**src/rtl/denise_pkg.sv**
```systemverilog
// Shared constants and helpers for the Denise playfield engine and its delay lines.
package denise_pkg;

    localparam int MAX_PLANES      = 8;
    // Plane 1 is index 0, so the odd planes (1,3,5,7) sit at even indices.
    localparam int PF1_FIRST_PLANE = 0;
    localparam int PF2_FIRST_PLANE = 1;
    localparam int PLANE_STRIDE    = 2;
    localparam int PF2P_QUIRK_MIN  = 6;

    // Colour offset for playfield 2 in AGA dual-playfield mode: 0,2,4,8,...,128.
    function automatic logic [7:0] pf2_offset(input logic [2:0] sel);
        return (sel == 3'd0) ? 8'h00 : (8'h01 << sel);
    endfunction

endpackage

```
**src/rtl/denise_pf_delay.sv**
```systemverilog
// Variable-tap pixel delay line for one playfield group; tap 0 is the undelayed input.
module denise_pf_delay
    import denise_pkg::*;
#(
    parameter int WIDTH    = MAX_PLANES / 2,
    parameter int SCROLL_W = 4
) (
    input  logic                clk,
    input  logic                reset,
    input  logic                en_i,
    input  logic [WIDTH-1:0]    din_i,
    input  logic [SCROLL_W-1:0] tap_i,
    output logic [WIDTH-1:0]    dout_o
);

    localparam int DEPTH = 1 << SCROLL_W;

    // line_q[h] holds the group bits from h enabled cycles ago.
    logic [WIDTH-1:0] line_q [1:DEPTH-1];

    // NOTE: the delay stages are reset on purpose so a mid-line reset discards in-flight pixels.
    always_ff @(posedge clk) begin
        if (reset) begin
            for (int i = 1; i < DEPTH; i++) line_q[i] <= '0;
        end else if (en_i) begin
            line_q[1] <= din_i;
            for (int i = 2; i < DEPTH; i++) line_q[i] <= line_q[i-1];
        end
    end

    always_comb begin
        dout_o = din_i;
        for (int i = 1; i < DEPTH; i++) begin
            if (tap_i == SCROLL_W'(i)) dout_o = line_q[i];
        end
    end

endmodule

```
**src/rtl/denise_pf_engine.sv**
```systemverilog
// Denise playfield engine: shift, scroll and priority resolve to a registered colour index.
// Define DENISE_PF_SCROLL_EN to instantiate the scroll delay lines; otherwise pf1h/pf2h are ignored.
module denise_pf_engine
    import denise_pkg::*;
#(
    parameter int NPLANES  = 8,
    parameter int DW       = 16,
    parameter int SCROLL_W = 4
) (
    input  logic                    clk,
    input  logic                    reset,
    input  logic                    clk7_en,
    input  logic [NPLANES*DW-1:0]   bpldat,
    input  logic                    load,
    input  logic [3:0]              bpu,
    input  logic [SCROLL_W-1:0]     pf1h,
    input  logic [SCROLL_W-1:0]     pf2h,
    input  logic                    dblpf,
    input  logic                    aga,
    input  logic [2:0]              pf2of,
    input  logic [6:0]              bplcon2,
    output logic [2:1]              nplayfield,
    output logic [7:0]              plfdata
);

    localparam int NGRP = NPLANES / 2;

    logic [DW-1:0]      shift_q [NPLANES];
    logic [NPLANES-1:0] cur_bits;
    logic [NGRP-1:0]    pf1_in, pf2_in, pf1_bits, pf2_bits;
    logic [7:0]         pix;
    logic               pf1_valid, pf2_valid;
    logic [7:0]         pf1_idx, pf2_idx;
    logic [7:0]         plfdata_q, plfdata_d;
    logic [2:1]         npf_q, npf_d;
    logic               unused_bplcon2;

    assign unused_bplcon2 = ^bplcon2[2:0];

    // NOTE: sequential state uses non-blocking assignments so every register samples pre-edge values.
    always_ff @(posedge clk) begin
        if (reset) begin
            for (int p = 0; p < NPLANES; p++) shift_q[p] <= '0;
        end else if (clk7_en) begin
            for (int p = 0; p < NPLANES; p++) begin
                if (load) shift_q[p] <= bpldat[p*DW +: DW];
                else      shift_q[p] <= {shift_q[p][DW-2:0], 1'b0};
            end
        end
    end

    // Masking against bpu also clamps values above NPLANES, since p never reaches them.
    always_comb begin
        cur_bits = '0;
        pf1_in   = '0;
        pf2_in   = '0;
        for (int p = 0; p < NPLANES; p++) cur_bits[p] = shift_q[p][DW-1] & (p < int'(bpu));
        for (int j = 0; j < NGRP; j++) begin
            pf1_in[j] = cur_bits[PF1_FIRST_PLANE + PLANE_STRIDE*j];
            pf2_in[j] = cur_bits[PF2_FIRST_PLANE + PLANE_STRIDE*j];
        end
    end

`ifdef DENISE_PF_SCROLL_EN
    denise_pf_delay #(.WIDTH(NGRP), .SCROLL_W(SCROLL_W)) u_pf1_delay (
        .clk    (clk),
        .reset  (reset),
        .en_i   (clk7_en),
        .din_i  (pf1_in),
        .tap_i  (pf1h),
        .dout_o (pf1_bits)
    );

    denise_pf_delay #(.WIDTH(NGRP), .SCROLL_W(SCROLL_W)) u_pf2_delay (
        .clk    (clk),
        .reset  (reset),
        .en_i   (clk7_en),
        .din_i  (pf2_in),
        .tap_i  (pf2h),
        .dout_o (pf2_bits)
    );
`else
    logic unused_scroll;
    assign unused_scroll = ^{pf1h, pf2h};
    assign pf1_bits      = pf1_in;
    assign pf2_bits      = pf2_in;
`endif

    // NOTE: every always_comb output gets a default first so no path can infer a latch.
    always_comb begin
        pix = '0;
        for (int j = 0; j < NGRP; j++) begin
            pix[PF1_FIRST_PLANE + PLANE_STRIDE*j] = pf1_bits[j];
            pix[PF2_FIRST_PLANE + PLANE_STRIDE*j] = pf2_bits[j];
        end
    end

    always_comb begin
        pf1_valid = |pf1_bits;
        pf2_valid = |pf2_bits;
        pf1_idx   = {4'b0000, pix[6], pix[4], pix[2], pix[0]};
        pf2_idx   = aga ? ({4'b0000, pix[7], pix[5], pix[3], pix[1]} + pf2_offset(pf2of))
                        : {4'b0000, 1'b1, pix[5], pix[3], pix[1]};
        plfdata_d = 8'h00;
        npf_d     = 2'b00;
        if (dblpf) begin
            npf_d = {pf2_valid, pf1_valid};
            if (bplcon2[6]) begin
                if (pf2_valid)      plfdata_d = pf2_idx;
                else if (pf1_valid) plfdata_d = pf1_idx;
            end else begin
                if (pf1_valid)      plfdata_d = pf1_idx;
                else if (pf2_valid) plfdata_d = pf2_idx;
            end
        end else begin
            npf_d = {|pix, 1'b0};
            // OCS quirk: a high pf2p with plane 5 set forces colour 16.
            if (!aga && (bplcon2[5:3] >= 3'(PF2P_QUIRK_MIN)) && pix[4]) plfdata_d = 8'h10;
            else                                                         plfdata_d = pix;
        end
    end

    always_ff @(posedge clk) begin
        if (reset) begin
            plfdata_q <= 8'h00;
            npf_q     <= 2'b00;
        end else if (clk7_en) begin
            plfdata_q <= plfdata_d;
            npf_q     <= npf_d;
        end
    end

    assign plfdata    = plfdata_q;
    assign nplayfield = npf_q;

endmodule

```
**config.mk**
```make
export PLATFORM = sky130hd
export DESIGN_NAME = denise_pf_engine
export DESIGN_NICKNAME = d
export VERILOG_FILES = /design/src/rtl/denise_pkg.sv /design/src/rtl/denise_pf_delay.sv /design/src/rtl/denise_pf_engine.sv
export SDC_FILE = /design/constraint.sdc
export NUM_CORES = 1
export LEC_CHECK = 0
export ABC_AREA = 1
export CELL_PAD_IN_SITES_DETAIL_PLACEMENT = 0
export CELL_PAD_IN_SITES_GLOBAL_PLACEMENT = 1
export CORE_AREA = 2 2 142 144
export CTS_BUF_LIST = sky130_fd_sc_hd__clkbuf_8
export CTS_CLUSTER_SIZE = 28
export DETAILED_ROUTE_END_ITERATION = 7
export DIE_AREA = 0 0 144 146
export PLACE_DENSITY_LB_ADDON = 0.1
export SYNTH_ARGS = -nofsm -noshare
export SYNTH_HDL_FRONTEND = slang
export SYNTH_HIERARCHICAL = 1
export SYNTH_SLANG_ARGS = --single-unit
export TNS_END_PERCENT = 10
```
**constraint.sdc**
```tcl
create_clock -name clk -period 3.8 [get_ports clk]
set_clock_uncertainty 0.2 [all_clocks]
set_input_delay 0.57 -clock clk [delete_from_list [all_inputs] [get_ports clk]]
set_output_delay 0.57 -clock clk [all_outputs]
set_load 0.02 [all_outputs]
```
Word-level counts from Yosys, hierarchy flattened --
Memory sizes are Yosys's and may differ from the RTL's. Cells that the tools add are included.
Operators by class: reductions and logical operators 7, bitwise logic cells 24, add/sub/neg operators 1, shift operators 1, muxes and demuxes 36, order comparisons 9
Operator list (count):
- $mux 16 | 16
- $mux 8 | 8
- $lt 3x4->1 const A | 4
- $or 1x1->1 | 16
- $mux 1 | 10
- $add 4x8->8 | 1
- $and 1x1->1 | 8
- $lt 1x4->1 const A | 2
- $lt 2x4->1 const A | 2
- $reduce_or 4->1 | 2
- $reduce_or 8->1 | 1
- $shl 1x3->8 const A | 1
- $mux 4 | 1
- $ge 3x3->1 const B | 1
- $logic_not 3->1 | 1
- $logic_and 1x1->1 | 2
- $mux 2 | 1
- $logic_not 1->1 | 1
Word-level totals: bits in registers 10, memory bits (writable) 128, memories kept 1, output and inout port bits 10
Memories:
- shift_q | depth 8, width 16, rd ports 8, clocked after memory_dff 0, write ports 8, line denise_pf_engine.sv:28 | logic [DW-1:0] shift_q [NPLANES];

Logic depth before layout (Yosys ltp) --
Gate-level depths: netlist of run 1.
word-level depth 8, mapped depth 14, depth with buffers taken out 14

Worst setup path before layout of run 1 --
No wires, ideal clock.
path type input-to-reg, start point input port clk7_en, end point memory shift_q[0][0], enable pin, path slack -0.206 ns, data arrival time 3.325 ns, stages on the path 3, data required time 3.120 ns, buffers on the path 1, path through nor2_1 -> clkbuf_1 -> inv_1
RTL lines:
- start, declared | line denise_pf_engine.sv:12 | input logic clk7_en,
- end, declared | line denise_pf_engine.sv:28

Final worst setup path of run 1 --
start point input port pf2of[0], end point register plfdata_q[5], in the netlist plfdata[5]
Between the ends: longest elaborated chain between the ends 8
RTL lines:
- start, declared | line denise_pf_engine.sv:20 | input logic [2:0] pf2of,
- $logic_not 3->1 / $shl 1x3->8 (equally long branches) | line denise_pkg.sv:13 | return (sel == 3'd0) ? 8'h00 : (8'h01 << sel);
- $mux 8 * | line denise_pkg.sv:13
- $add 4x8->8 * | line denise_pf_engine.sv:102 | pf2_idx = aga ? ({4'b0000, pix[7], pix[5], pix[3], pix[1]} + pf2_offset(pf2of))
- $mux 8 * | line denise_pf_engine.sv:102
- $mux 8 | line denise_pf_engine.sv:113 | else if (pf2_valid) plfdata_d = pf2_idx;
- $mux 8 | line denise_pf_engine.sv:112 | if (pf1_valid) plfdata_d = pf1_idx;
- $mux 8 * | line denise_pf_engine.sv:108 | if (bplcon2[6]) begin
- $mux 8 * | line denise_pf_engine.sv:106 | if (dblpf) begin
- end signal, assigned | line denise_pf_engine.sv:128 | plfdata_q <= plfdata_d;
- end, declared | line denise_pf_engine.sv:34 | logic [7:0] plfdata_q, plfdata_d;
Mark *: on every way between the ends. The rest lies on a longest branch, timed or not. A chain may end at the register's enable or synchronous reset.

==> run_results.csv, run 1 <==
group,metric,value,unit
run_status,outcome,"complete, no violations",
sta,worst_pin_slew,954,ps
floorplan,die-width,144,µm
run,maxCapViolCount,0,
worst_setup_path,start_kind,"input port",
synthesis,synth_most_common_cell,"nand3_1",
worst_setup_path,worstPathCellList,"clkdlybuf4s50_1 -> inv_1 -> or2_2 -> nor2_1 -> ha_1 -> inv_1 -> fa_1 -> or2_2 -> nand2_1 -> nand3_1 -> o21ai_0 -> nand3_1 -> nand2_1 -> nand2_1 -> nand2_1",
worst_setup_path,critPathMaxStageDelay,470,ps
synthesis,ys_seq_area_frac,0.599,
routing,ant_nets,0,
routing,num_vias,5522,
final_layout,fin_area,0.00893,mm²
sta,fin_crit,2730,ps
floorplan,rows,51,
grt,grtUsageMet3,0.0372,
floorplan,dieArea,0.0210,mm²
clock_network,h-tree-depth,4,
synthesis,netlist_area,0.00675,mm²
worst_setup_path,required,3990,ps
clock_network,cts-buffers-inserted,17,
grt,overflow,0,
routing,wirelength,16700,µm
worst_setup_path,slowest_stage,"clkdlybuf4s50_1",
worst_setup_path,path_buf_inv,3,
clock_network,cts-resized-gates,0,
sta,setup_tns,0,ps
placed_design,hpwl,10700,µm
grt,busiest_layer,"met2",
clock_network,clkSinkCount,138,
synthesis,async_reset_ff_frac,0,
synthesis,ys_types,23,
final_layout,n_fill_cell,1940,
min_path,min_path_type,"reg2reg",
worst_setup_path,worst_path_most_repeated_cell,"nand2_1",
grt,grt_pass1_wl,26800,µm
synthesis,synth_nets,893,
routing,drc_errors,0,
placed_design,port_buffers,153,
final_layout,syn_to_final_growth,32.2,%
sta,min_period_over_period,0.719,
worst_setup_path,crit_fanout,3,
grt,track_usage,0.160,
synthesis,synth_enable_flop_cells,128,
sta,rsz0062_at_grt,"false",
synthesis,netlist_instances,733,
floorplan,ioPinCount,166,
synthesis,synth_top_area_frac,0.569,
pwr,p_leak,0.00385,µW
worst_setup_path,end_kind,"flip-flop",
worst_setup_path,arrival,2920,ps
sta,final-setup-viol-count,0,
clock_network,clockBufferDepth,2,
final_layout,drive_above_1_share,0.0719,
placed_design,gp_congestion,0.789,
sta,timing.slew.headroom,0.364,
clock_network,cts_root_buffer,"clkbuf_8",
synthesis,yosys-top-cells-count,"nand3_1, nand2_1, edfxtp_1",
clock_network,holdBufCountCts,0,
sta,maxSlewViolCount,0,
synthesis,yosysTopAreaCell,"edfxtp_1",
synthesis,synthesis.yosys.warnings,6,
floorplan,core_area,0.0193,mm²
synthesis,synth_seq_cells,138,
grt,grt_max_degree,129,
routing,drtIter0Drc,369,
clock_network,clk_latency,450,ps
clock_network,post-cts-setup-buffers,0,
grt,grt_pass1_vias,5490,
synthesis,ys_top_cells_by_area,"edfxtp_1, nand3_1, nand2_1",
sta,clock.fmax,0.366,GHz
grt,grt_use_met2,0.261,
pwr,power_density,398,mW/mm²
final_layout,num_antenna_cells,0,
placed_design,placed_cell_area,0.00850,mm²
routing,vias_per_cell,4.84,
sta,fin_hold_ws,252,ps
synthesis,synth-main-ff-cell,"edfxtp_1",
pwr,ir_worst_vdd,0.178,mV
worst_setup_path,critical_path.top_delay_family,"simple AND/OR/NAND/NOR gates",
clock_network,cts_tree,"built",
final_layout,num-nets-final,1023,
routing,drt_first_pass_iters,5,
worst_setup_path,path_class,"in2reg",
floorplan,die_y,146,µm
grt,antenna_found_initial,0,
sta,hold_viol_final,0,
routing,wl_per_cell,14.6,µm
clock_network,path_clk_slew,80,ps
floorplan,initial_core_util,0.349,
grt,met1_usage,0.210,
synthesis,postSynthAreaPerCell,9.21,µm²
## cells in the final DEF (no fill, tap or decap), types with 2 or more instances in the layout
| cell | count |
|---|---|
| clkinvlp_4 | 4 |
| buf_12 | 2 |
| clkinv_4 | 2 |
| ha_1 | 3 |
| nand3_1 | 229 |
| inv_1 | 33 |
| or2_2 | 3 |
| inv_8 | 2 |
| nor2_2 | 3 |
| buf_4 | 11 |
| dfxtp_1 | 10 |
| nor2_1 | 30 |
| clkdlybuf4s50_1 | 152 |
| bufinv_16 | 3 |
| edfxtp_1 | 128 |
| clkbuf_8 | 17 |
| nand2_2 | 7 |
| nor2_4 | 2 |
| inv_6 | 3 |
| o21ai_0 | 34 |
| nand2_1 | 190 |
## final timing paths
| path | startpoint | cells after the start | slack (ps) | endpoint |
|---|---|---|---|---|
| setup reg to reg | shift_q[0][63] | 13 | 1530 | plfdata[5] |
| setup / recovery | pf2of[0] | 15 | 1070 | plfdata[5] |
| hold reg to reg | plfdata[7] | 2 | 250 | plfdata[7] |
| hold / removal | plfdata[7] | 2 | 250 | plfdata[7] |
## flip-flops by register name (all words and copies together) (netlist names)
register / count
shift_q: 128
plfdata: 8
nplayfield: 2
## per-layer routing
metal  up-vias  share of wire
met4         0          0.016
met2       129           0.49
met1      2585           0.45
met5         -              0
met3        20          0.047
li1       2788              -
## through the flow
step / utilization / total power (µW) / setup slack, ps / instances
floorplan: - / 2060 / 80.7 / 733
CTS: 0.462 / 3600 / 1090 / 1141
detailed placement: 0.440 / 2300 / 610 / 1109
global placement: 0.440 / 2300 / 659 / 1109
global route: 0.462 / 3700 / 915 / 1141
finish: 0.462 / 3550 / 1070 / 1141
## worst reg2reg max path, stage by stage (launching register included)
cell      delay, ps
edfxtp_1        370
inv_1            50
nor2_1          170
ha_1            200
inv_1            60
fa_1            380
or2_2           320
nand2_1          60
nand3_1          60
o21ai_0          80
nand3_1          90
nand2_1          70
nand2_1          50
nand2_1          70
## cell type report
type	instances	area, µm²	share of cell area
sequential	138	4040	0.453
multi-input combinational	507	2350	0.263
timing repair buffer	165	1640	0.184
tap	265	332	0.0371
clock buffer	17	234	0.0262
clock inverter	15	188	0.0210
inverter	34	134	0.0150
## where the power goes
part	switching, µW	leakage, µW	internal (µW)
clock	623	0.000208	661
combinational	235	0.00215	210
sequential	33.9	0.00149	1790
total	892	0.00385	2660
## cell families (layout without fill, tap and decap cells)
logic type	Yosys count	in the layout	share of synthesized area
DFF	138	138	0.599
adders and majority gates	4	4	0.00853
and+or+nand+nor	465	465	0.307
buffers and inverters	88	231	0.0541
AOI/OAI and AO/OA	38	38	0.0313
Power figures use the tool's default switching activity.
==> inputs of run 2 (changes only) <==
==> constraint.sdc (replaced) <==
create_clock -name clk -period 2.4 [get_ports clk]
set_clock_uncertainty 0.2 [all_clocks]
set_input_delay 0.36 -clock clk [delete_from_list [all_inputs] [get_ports clk]]
set_output_delay 0.36 -clock clk [all_outputs]
set_load 0.02 [all_outputs]
==> run 2 against run 1 <==
Compared with the run above:
- utilization grew 1.2 points
- global-route usage grew 0.052 points
- sequential cell count is the same
- total power grew 61%
- wire length grew 0.16%
- cell area grew 2.6%
- setup slack lost 920 ps
- first-iteration DRC count shrank 21%
- largest cell class unchanged
==> run_results.csv, run 2 (synthesized netlist as in run 1, its figures left out) <==
group,metric,value,unit
floorplan,rows,51,
worst_setup_path,arrival,2440,ps
final_layout,regMostFlops,"shift_q",
sta,timing.slew.headroom,0.681,
routing,ant_nets,0,
grt,overflow,0,
routing,wirelength,16700,µm
clock_network,cts_root_buffer,"clkbuf_8",
worst_setup_path,path_class,"reg2reg",
pwr,p_clk_frac,0.365,
floorplan,die-width,144,µm
pwr,p_seq_frac,0.505,
grt,grt_pass1_wl,26800,µm
pwr,power_density,623,mW/mm²
sta,clock.fmax,0.444,GHz
routing,drtIter0Drc,290,
floorplan,ioPinCount,166,
final_layout,fin_area,0.00916,mm²
clock_network,h-tree-depth,4,
clock_network,clkSinkCount,138,
sta,rsz0062_at_grt,"false",
clock_network,cts_tree,"built",
routing,wl_per_cell,14.5,µm
clock_network,cts-buffers-inserted,17,
final_layout,instances_no_fill,1154,
final_layout,syn_to_final_growth,35.7,%
sta,setup_slack,147,ps
final_layout,num_antenna_cells,0,
pwr,ir_worst_vdd,0.306,mV
worst_setup_path,start_kind,"flip-flop",
final_layout,largest_register_ffs,128,
clock_network,clockBufferDepth,2,
worst_setup_path,end_kind,"flip-flop",
worst_setup_path,crit_fanout,2,
sta,min_period_over_period,0.939,
pwr,p_int,4330,µW
final_layout,num-nets-final,1037,
placed_design,gp_congestion,0.807,
clock_network,holdBufCountCts,0,
clock_network,clk_latency,440,ps
final_layout,layout_common_cells,"nand3_1, nand2_1, clkdlybuf4s50_1",
final_layout,drive_above_1_share,0.0900,
placed_design,port_buffers,153,
clock_network,path_clk_slew,80,ps
placed_design,hpwl,11000,µm
final_layout,final_core_util,0.474,
final_layout,final_common_cell,"nand3_1",
routing,drc_errors,0,
routing,vias_per_cell,4.81,
pwr,switching_share,0.242,
pwr,p_leak,0.00398,µW
sta,fin_crit,2250,ps
pwr,p_sw,1380,µW
floorplan,core_area,0.0193,mm²
sta,worst_pin_slew,479,ps
floorplan,initial_core_util,0.349,
worst_setup_path,required,2590,ps
routing,num_vias,5553,
sta,maxSlewViolCount,0,
grt,track_usage,0.161,
sta,final-setup-viol-count,0,
placed_design,placed_cell_area,0.00871,mm²
routing,drt_first_pass_iters,4,
placed_design,dp_cells,1123,
floorplan,dieArea,0.0210,mm²
grt,grt_max_degree,106,
min_path,min_path_type,"reg2reg",
placed_design,pre_cts_ws,-542,ps
run,maxCapViolCount,0,
grt,antenna_found_initial,1,
pwr,comb_power_share,0.131,
floorplan,die_y,146,µm
grt,grt_pass1_vias,5447,
run_status,outcome,"complete, no violations",
sta,hold_viol_final,0,
## run 2: cell count changes in the layout (fill, tap and decap cells not counted), sizes merged
cell and change:
dlymetal6s2s +3, clkinvlp -3, bufinv +1, dlygate4sd2 +1
buf +14, clkdlybuf4s50 -4, clkinv +5, inv -4
## run 2: stage by stage
stage / hold WS [ps] / power (µW) / setup TNS (ps)
2_1_floorplan: 318 / 3270 / -94110
3_3_place_gp: 238 / 3680 / -1540
3_5_place_dp: 238 / 3690 / -1760
4_1_cts: 241 / 5780 / 0
5_1_grt: 264 / 5960 / 0
6_report: 251 / 5710 / 0
## run 2: cell type report
type,instances,area [µm²]
clock buffer,17,234
clock inverter,14,195
fill,1896,10200
inverter,34,134
multi-input combinational,507,2370
sequential,138,4040
tap,265,332
timing repair buffer,179,1850
## run 2: routing by layer
layer | vias up | GRT usage | part of all wire
li1 | 2823 | - | -
met3 | 20 | 0.0398 | 0.049
met1 | 2564 | 0.222 | 0.47
met4 | 2 | 0.0485 | 0.014
met5 | - | 0 | 0.00078
met2 | 144 | 0.250 | 0.47
## run 2: power groups by stage
stage / clock network [µW] / registers [µW] / logic (µW)
finish: 2080 / 2880 / 746
global route: 2240 / 2900 / 828
CTS: 2140 / 2880 / 758
detailed placement: 0 / 2930 / 754
global placement: 0 / 2930 / 748
floorplan: 0 / 2930 / 335
## run 2: repair_timing
action / CTS / global route
buffers inserted: 0 / 0
gates resized for setup: 4 / 5
endpoints found under the setup margin: 3 / 3
pin swaps: 1 / 0
## run 2: worst max-delay path: stages (launching register included)
cell and delay (ps):
edfxtp_1 410, inv_1 60, nor2_1 170, ha_2 210, inv_1 50, fa_2 340
or2_2 310, nand2_1 70, nand3_1 60, o21ai_0 80, nand3_1 90, nand2_1 70
nand2_1 40, nand2_1 50
## run 2: worst paths after layout
check / slack (ps) / end / start / cells after the start
max: 150 / plfdata[5] / shift_q[0][63] / 13
min: 250 / plfdata[6] / plfdata[6] / 2
max reg2reg: 150 / plfdata[5] / shift_q[0][63] / 13
min reg2reg: 250 / plfdata[6] / plfdata[6] / 2
